==> config.mk <==
export PLATFORM = sky130hd
export DESIGN_NAME = axi4_master_bridge
export DESIGN_NICKNAME = d
export VERILOG_FILES = /design/src/rtl/axi4_pkg.sv /design/src/rtl/axi4_master_bridge.sv
export SDC_FILE = /design/constraint.sdc
export NUM_CORES = 1
export LEC_CHECK = 0
export BUFFER_PORTS_ARGS = -buffer_cell sky130_fd_sc_hd__buf_4
export CORE_AREA = 8 8 170 172
export CTS_BUF_LIST = sky130_fd_sc_hd__clkbuf_4 sky130_fd_sc_hd__clkbuf_8 sky130_fd_sc_hd__clkbuf_16
export DETAILED_ROUTE_END_ITERATION = 7
export DIE_AREA = 0 0 178 180
export PLACE_DENSITY = 0.46
export SLEW_MARGIN = 20
export SYNTH_ARGS = -nofsm -noshare
export SYNTH_HDL_FRONTEND = slang
export SYNTH_SLANG_ARGS = --single-unit
==> constraint.sdc <==
create_clock -name clock -period 3.6 [get_ports clock]
set_clock_uncertainty 0.05 [all_clocks]
set_input_delay 0.54 -clock clock [delete_from_list [all_inputs] [get_ports clock]]
set_output_delay 0.54 -clock clock [all_outputs]
set_load 0.005 [all_outputs]
==> src/rtl/axi4_pkg.sv <==
// axi4_pkg: constants and types shared by the AXI4 master bridge.
//   state_t      - bridge FSM states
//   BURST_INCR   - AXI incrementing burst encoding
//   RESP_OKAY    - AXI OKAY response
//   RESP_SLVERR  - AXI SLVERR response
//   ADDR_W, DATA_W, ID_W - AXI channel widths
`timescale 1ns/1ps
package axi4_pkg;

  localparam int ADDR_W = 32;
  localparam int DATA_W = 64;
  localparam int ID_W   = 4;

  localparam logic [1:0] BURST_INCR  = 2'b01;
  localparam logic [1:0] RESP_OKAY   = 2'b00;
  localparam logic [1:0] RESP_SLVERR = 2'b10;

  typedef enum logic [2:0] {
    IDLE  = 3'd0,
    RADDR = 3'd1,
    RDATA = 3'd2,
    WADDR = 3'd3,
    WDATA = 3'd4,
    WRESP = 3'd5
  } state_t;

endpackage

==> src/rtl/axi4_master_bridge.sv <==
// axi4_master_bridge: converts a simple request / write-data / response
// interface into AXI4 master transactions, one transaction in flight.
// Ports:
//   clock, reset_n            - clock, asynchronous active-low reset
//   req_*                     - transaction request (write flag, addr, size, len)
//   wdat_*                    - write data stream from the client
//   rsp_*                     - read data beats / write completion to the client
//   io_master_aw/w/b/ar/r*    - AXI4 master channels
// The address channel fields come from registers captured at request
// acceptance; data beats and responses are passed through combinationally
// while the owning state is active, so data beats add no latency.
`timescale 1ns/1ps
module axi4_master_bridge
  import axi4_pkg::*;
#(
  parameter logic [3:0] AXI_ID = 4'h0
) (
  input  logic        clock,
  input  logic        reset_n,
  // request channel
  input  logic        req_valid,
  output logic        req_ready,
  input  logic        req_write,
  input  logic [31:0] req_addr,
  input  logic [2:0]  req_size,
  input  logic [7:0]  req_len,
  // write-data channel
  input  logic        wdat_valid,
  output logic        wdat_ready,
  input  logic [63:0] wdat_data,
  input  logic [7:0]  wdat_strb,
  // response channel
  output logic        rsp_valid,
  input  logic        rsp_ready,
  output logic [63:0] rsp_data,
  output logic        rsp_last,
  output logic        rsp_err,
  // AXI write address
  input  logic        io_master_awready,
  output logic        io_master_awvalid,
  output logic [31:0] io_master_awaddr,
  output logic [3:0]  io_master_awid,
  output logic [7:0]  io_master_awlen,
  output logic [2:0]  io_master_awsize,
  output logic [1:0]  io_master_awburst,
  // AXI write data
  input  logic        io_master_wready,
  output logic        io_master_wvalid,
  output logic [63:0] io_master_wdata,
  output logic [7:0]  io_master_wstrb,
  output logic        io_master_wlast,
  // AXI write response
  input  logic        io_master_bvalid,
  input  logic [1:0]  io_master_bresp,
  input  logic [3:0]  io_master_bid,
  output logic        io_master_bready,
  // AXI read address
  input  logic        io_master_arready,
  output logic        io_master_arvalid,
  output logic [31:0] io_master_araddr,
  output logic [3:0]  io_master_arid,
  output logic [7:0]  io_master_arlen,
  output logic [2:0]  io_master_arsize,
  output logic [1:0]  io_master_arburst,
  // AXI read data
  input  logic        io_master_rvalid,
  input  logic [1:0]  io_master_rresp,
  input  logic [63:0] io_master_rdata,
  input  logic        io_master_rlast,
  input  logic [3:0]  io_master_rid,
  output logic        io_master_rready
);

  state_t      state, state_nxt;
  logic [31:0] addr_q;
  logic [2:0]  size_q;
  logic [7:0]  len_q;
  logic [7:0]  cnt_q;
  logic        accept;
  logic        beat;
  logic        at_last;

  // IDs of returning beats are not used: only one transaction is ever open.
  logic unused_ids;
  assign unused_ids = ^{io_master_bid, io_master_rid, io_master_bresp[0],
                        io_master_rresp[0]};

  assign accept  = req_valid && req_ready;
  assign at_last = (cnt_q == len_q);

  // Address channels: fields straight from the captured request.
  assign io_master_awaddr  = addr_q;
  assign io_master_awid    = AXI_ID;
  assign io_master_awlen   = len_q;
  assign io_master_awsize  = size_q;
  assign io_master_awburst = BURST_INCR;
  assign io_master_araddr  = addr_q;
  assign io_master_arid    = AXI_ID;
  assign io_master_arlen   = len_q;
  assign io_master_arsize  = size_q;
  assign io_master_arburst = BURST_INCR;

  // Write data fields pass through; only wvalid is gated by the state, so
  // early client data sits on the bus but is not offered to the slave.
  assign io_master_wdata = wdat_data;
  assign io_master_wstrb = wdat_strb;
  assign io_master_wlast = at_last;

  always_ff @(posedge clock or negedge reset_n) begin
    if (!reset_n) begin
      state  <= IDLE;
      addr_q <= '0;
      size_q <= '0;
      len_q  <= '0;
      cnt_q  <= '0;
    end else begin
      state <= state_nxt;
      if (accept) begin
        addr_q <= req_addr;
        size_q <= req_size;
        len_q  <= req_len;
        cnt_q  <= '0;
      end else if (beat) begin
        cnt_q <= cnt_q + 8'd1;
      end
    end
  end

  always_comb begin
    state_nxt         = state;
    req_ready         = 1'b0;
    wdat_ready        = 1'b0;
    rsp_valid         = 1'b0;
    rsp_data          = '0;
    rsp_last          = 1'b0;
    rsp_err           = 1'b0;
    io_master_awvalid = 1'b0;
    io_master_wvalid  = 1'b0;
    io_master_bready  = 1'b0;
    io_master_arvalid = 1'b0;
    io_master_rready  = 1'b0;
    beat              = 1'b0;
    unique case (state)
      IDLE: begin
        req_ready = 1'b1;
        if (req_valid) state_nxt = req_write ? WADDR : RADDR;
      end
      RADDR: begin
        io_master_arvalid = 1'b1;
        if (io_master_arready) state_nxt = RDATA;
      end
      RDATA: begin
        io_master_rready = rsp_ready;
        rsp_valid        = io_master_rvalid;
        rsp_data         = io_master_rdata;
        rsp_last         = io_master_rlast;
        // A slave error, or rlast not landing on the beat we expect.
        rsp_err          = io_master_rresp[1] || (io_master_rlast != at_last);
        beat             = io_master_rvalid && rsp_ready;
        if (beat && io_master_rlast) state_nxt = IDLE;
      end
      WADDR: begin
        io_master_awvalid = 1'b1;
        if (io_master_awready) state_nxt = WDATA;
      end
      WDATA: begin
        io_master_wvalid = wdat_valid;
        wdat_ready       = io_master_wready;
        beat             = wdat_valid && io_master_wready;
        if (beat && at_last) state_nxt = WRESP;
      end
      WRESP: begin
        rsp_valid        = io_master_bvalid;
        io_master_bready = rsp_ready;
        rsp_last         = 1'b1;
        rsp_err          = io_master_bresp[1];
        if (io_master_bvalid && rsp_ready) state_nxt = IDLE;
      end
      default: state_nxt = IDLE;
    endcase
  end

endmodule

# Word level (Yosys, flattened, before mapping)
# Index checks and enable logic that the tools add are counted.
# totals
latch_bits,0
ff_bits,54
ram_bits,0
wordCells,51
memories,0
mem_bits_ro,0
# classes
n_eq_ne,13
addsub,1
div_mod_pow,0
magnitude_cmp,0
n_bitwise,0
reduce_logical,10
mul,0
mux,22
shift,0
# ops
operator,count
$mux 64,1
$mux 3,6
$pmux 3 s6,1
$mux 8,2
$ne 2x2->1 const B,6
$add 8x1->8 const B,1
$eq 8x8->1,1
$pmux 1 s2,4
$mux 1,7
$eq 3x2->1 const B,2
$eq 3x3->1 const B,2
$logic_and 1x1->1,6
$reduce_and 6->1,1
$eq 3x1->1 const B,1
$logic_not 3->1,1
$mux 2,1
$reduce_bool 2->1,1
$logic_or 1x1->1,1
$ne 1x1->1,1

# Longest topological paths before layout
# depth
ltp_word,4
ltp_mapped,6

# Worst setup path after synthesis
# No wires, ideal clock.
# synth_path
kind,flip-flop to output port
from,reg state[0]
to,out rsp_data[33]
t_arrival_ns,1.306
stages_incl_launch_ff,6
setup_slack_ns,1.704
required_ns,3.010
n_path_buf,3
path_cell_list,dfrtp_1 clkbuf_8 nor3b_4 buf_2 clkbuf_2 and2_1
# synth_via
elab_chain_cells,2
# synth_lines
item,line,source
start: declaration,axi4_master_bridge.sv:74,"state_t state, state_nxt;"
start signal: assignment,axi4_master_bridge.sv:117,state <= state_nxt;
$eq 3x2->1,axi4_master_bridge.sv:143,unique case (state)
$mux 64,axi4_master_bridge.sv:143,
end: declaration,axi4_master_bridge.sv:35,"output logic [63:0] rsp_data,"
# No other way between the ends.

# Worst setup path in the final report
# layout_path
from,reg state[1]
to,out rsp_err
# layout_via
elab_chain_cells,2
elab_cells_between_ends,3
classes_between,eq/ne (2); mux (1)
# layout_lines
item,line,source
$eq 3x3->1 or $eq 3x2->1 (tied branches),axi4_master_bridge.sv:143,
$pmux 1 s2 (*),axi4_master_bridge.sv:143,
end: declaration,axi4_master_bridge.sv:37,"output logic rsp_err,"
# Mark *: on every way between the ends. The rest lies on a longest branch, timed or not.

==> summary.md <==
| Metric | Value |
|---|---|
| Result of the run | complete, no violations |
| Net count, final | about 740 |
| Final cycle utilization of the critical path | a little under 80% |
| Syn Inst Count | 382 |
| Die ar. | 32040 um2 |
| CTS clock-pin slew for the worst setup and hold paths | approximately 80 ps |
| Max stage delay cell, worst path | dfrtp_1 |
| Capturing element type of the critical path | output pin |
| Kind of cell adding the most delay to the critical path | flip-flops |
| Cts hold-fix bufs | 0 |
| Clock root buffer | clkbuf_16 |
| Setup bufs post-CTS | 0 |
| Adder and majority gate portion of the synthesized area | less than 1% |
| Placed cells | 873 |
| Yosys warning count | 0 |
| Total count of hold-check failures in the final report | 0 |
| Final count of negative-setup-slack endpoints | 0 |
| Post-Route WL | between 10000 and 15000 um |
| Xor and xnor area share after synthesis | 3.366% |
| Most used standard cells in the synthesized netlist | buf_4, and2_1, dfrtp_1 |
| Mux share of post-synthesis cell area | between 10 and 15% |
| HPWL reported at the end of detailed placement | ~11000 um |
| Most Frequent Cell on Critical Path | buf_4 |
| Violation count after the first detailed-routing iteration | 59 |
| Initial antenna violation count | 0 |
| Global placement routability congestion | between 0.7 and 0.8 |
| Primary flip-flop cell chosen by synthesis mapping | dfrtp_1 |
| Required time at the worst-slack endpoint | 3010 ps |
| Drt drc | 0 |
| Overall power after layout | 3.805 mW |
| Sequential fraction of the synthesis area | 34.63% |
| Tightest slew margin relative to the limit | 52.00% |
| Post-route worst hold slack | 237.8 ps |
| Combinational family with the most area after synthesis | buffers and inverters |
| Static power due to leakage | ~2.8 nW |
| Ant. Diodes | 0 |
| Most numerous cell in the Yosys netlist | buf_4 |
| Grt ovf | 0 |
| Initial core utilization | between 10% and 20% |
| Proportion of netlist area held by the largest area contributor | between 30 and 40% |
| Time the worst path needs with I/O delays and setup | roughly 2800 ps |
| Final max-slew violation count | 0 |
| Worst-Margin Slew | between 700 and 800 ps |
| Startpoint class of the critical path | flip-flop |
| Share of synthesized cell area in and, or, nand and nor gates | between 15 and 20% |
| Height of the chip | between 150 and 200 um |
| Worst Path Arrival | approximately 2200 ps |
| Number of distinct standard cells referenced by the synthesized netlist | 40 |
| CP max FO | 70 |
| Hold Crit Class | primary input to asynchronous set/reset pin |
| Top Ports | ~450 |
| PostCTS Resize Cnt | 0 |
| Maximum root-to-sink buffer count | 2 |
| Maximum level of the CTS H-tree | 2 |
| Post-synth design cell area | 3902 um2 |
| CP Class | flip-flop to output pin |
| Overall routing resource usage | 7.926% |
| CTS tree | done |
| Share of layout cells above drive strength 1 | approximately 62% |
| Core Footprint | 26350 um2 |
| Max-cap viol count | 0 |
| Number of synthesized flops with an enable pin | 0 |
| Syn Area/Cell | slightly above 10 um2 |
| Pwr/cell area | about 690 nW/um2 |
| Final core utilization | 21.04% |
| CP cell instances | nor3b_4 -> buf_4 -> nand2_1 -> mux2i_1 -> a221o_1 -> buf_4 |
| Clock net sink count | 54 |
| Final Non-Filler Cells | ~880 |
| Number of global-route vias before repair | 3156 |
| Setup repair after global routing missed its margin | no |
| Antenna viol nets, final | 0 |
| Clock latency on the worst-skew pair | around 300 ps |
| Peak per-stage delay on the critical path | around 700 ps |
| Share of async-settable or async-resettable flops after synthesis | between 90% and 100% |
| Global-route wire length before repair | ~20000 um |
| Worst-case vdd ir drop | a little under 0.3 mV |
| Maximum number of pins on one net before global-route repair | between 70 and 80 |
| Via count | 2935 |
| Highest clock rate | between 300 and 400 MHz |
| Complex-gate fraction of the synthesized area | ~2.3% |
| Number of buffers created by CTS | 5 |
| Area contributors post-synth | dfrtp_1, buf_4, and2_1, mux2_2, mux2_1 |
| Die span in x | ~180 um |
| Largest area contributor in the netlist | dfrtp_1 |
| CP bufs+invs | 2 |
| Number of core rows | 60 |
| Number of buffers inserted by port buffering | 281 |
| Average via count per standard cell | 3.331 |
| Drt first pass iters | 4 |
| Wirelength per Cell | 15.46 um |
| Area added between synthesis and finish | 42.03% |
| Final sum of negative setup slack | 0 ps |
| Seq cells post-synth | 54 |
-- power breakdown --
group / internal, mW / switching, mW
Clock: 0.265 / 0.245
Sequential: 0.882 / 0.312
Combinational: 1.33 / 0.766
Total: 2.48 / 1.32
-- final cells by class --
class                      count  area, um2
fill                        2913      20810
clock inverter                 3      26.28
clock buffer                   5      125.1
tap                          341      426.7
timing repair buffer         283       2125
multi-input combinational    193       1481
sequential                    54       1351
inverter                       2      7.507
-- path summary, 6_finish.rpt --
kind | start | endpoint | slack, ps | cells past startpoint
hold reg to reg | io_master_araddr[17] | io_master_araddr[17] | 480 | 1
max in group asynchronous | reset_n | state[2] | 2780 | 1
min in group clock | req_size[0] | io_master_arsize[0] | 390 | 2
hold / removal | reset_n | io_master_araddr[7] | 240 | 1
setup / recovery | state[1] | rsp_err | 770 | 6
setup reg to reg | state[1] | state[0] | 1480 | 6
-- kinds of logic after synthesis --
group           count (synthesis)
flops                          54
other cells                     2
buf+inv                       145
fa+ha+maj                       1
compound gates                 11
simple gates                  107
xor+xnor                       15
mux                            47
-- layer usage --
layer	vias to the layer above	GRT usage, %	routed length [um]
met4	0	2.502	217
li1	1402	-	-
met2	166	12.79	6512
met3	15	3.919	1718
met5	-	0	0
met1	1352	8.976	5172
-- worst register-to-register path: stages (launching register included) --
cell and delay, ps:
dfrtp_1 680, nor3b_4 260, buf_4 470, a22oi_2 120, o21ai_2 140, mux2i_1 210
a31oi_1 50
-- stage by stage --
stage               worst slack [ps]  instance area [um2]
floorplan                       1704                 3940
global placement                1083                 5391
detailed placement              1081                 5391
CTS                            715.3                 5543
global route                   565.8                 5543
finish                         774.7                 5543
-- placed cells by master, fill, tap and decap left out, types with 2 or more instances in the layout --
cell	n
nor2_1	12
dfrtp_1	54
nand4b_4	2
nand4_1	5
a31oi_1	2
o21ai_0	3
and2_1	66
clkbuf_16	5
mux2_2	34
nand2_1	7
xor2_1	6
xnor2_1	9
mux2_1	9
inv_1	2
mux2i_1	4
buf_4	283
and3_1	4
conb_1	12
inv_6	2
nand3_1	2
-- sequential cells by signal (all words and copies together) (netlist names) --
register	count
io_master_araddr	32
cnt_q	8
io_master_arlen	8
io_master_arsize	3
state	3
Note: power is estimated with default switching activity, not from simulation.
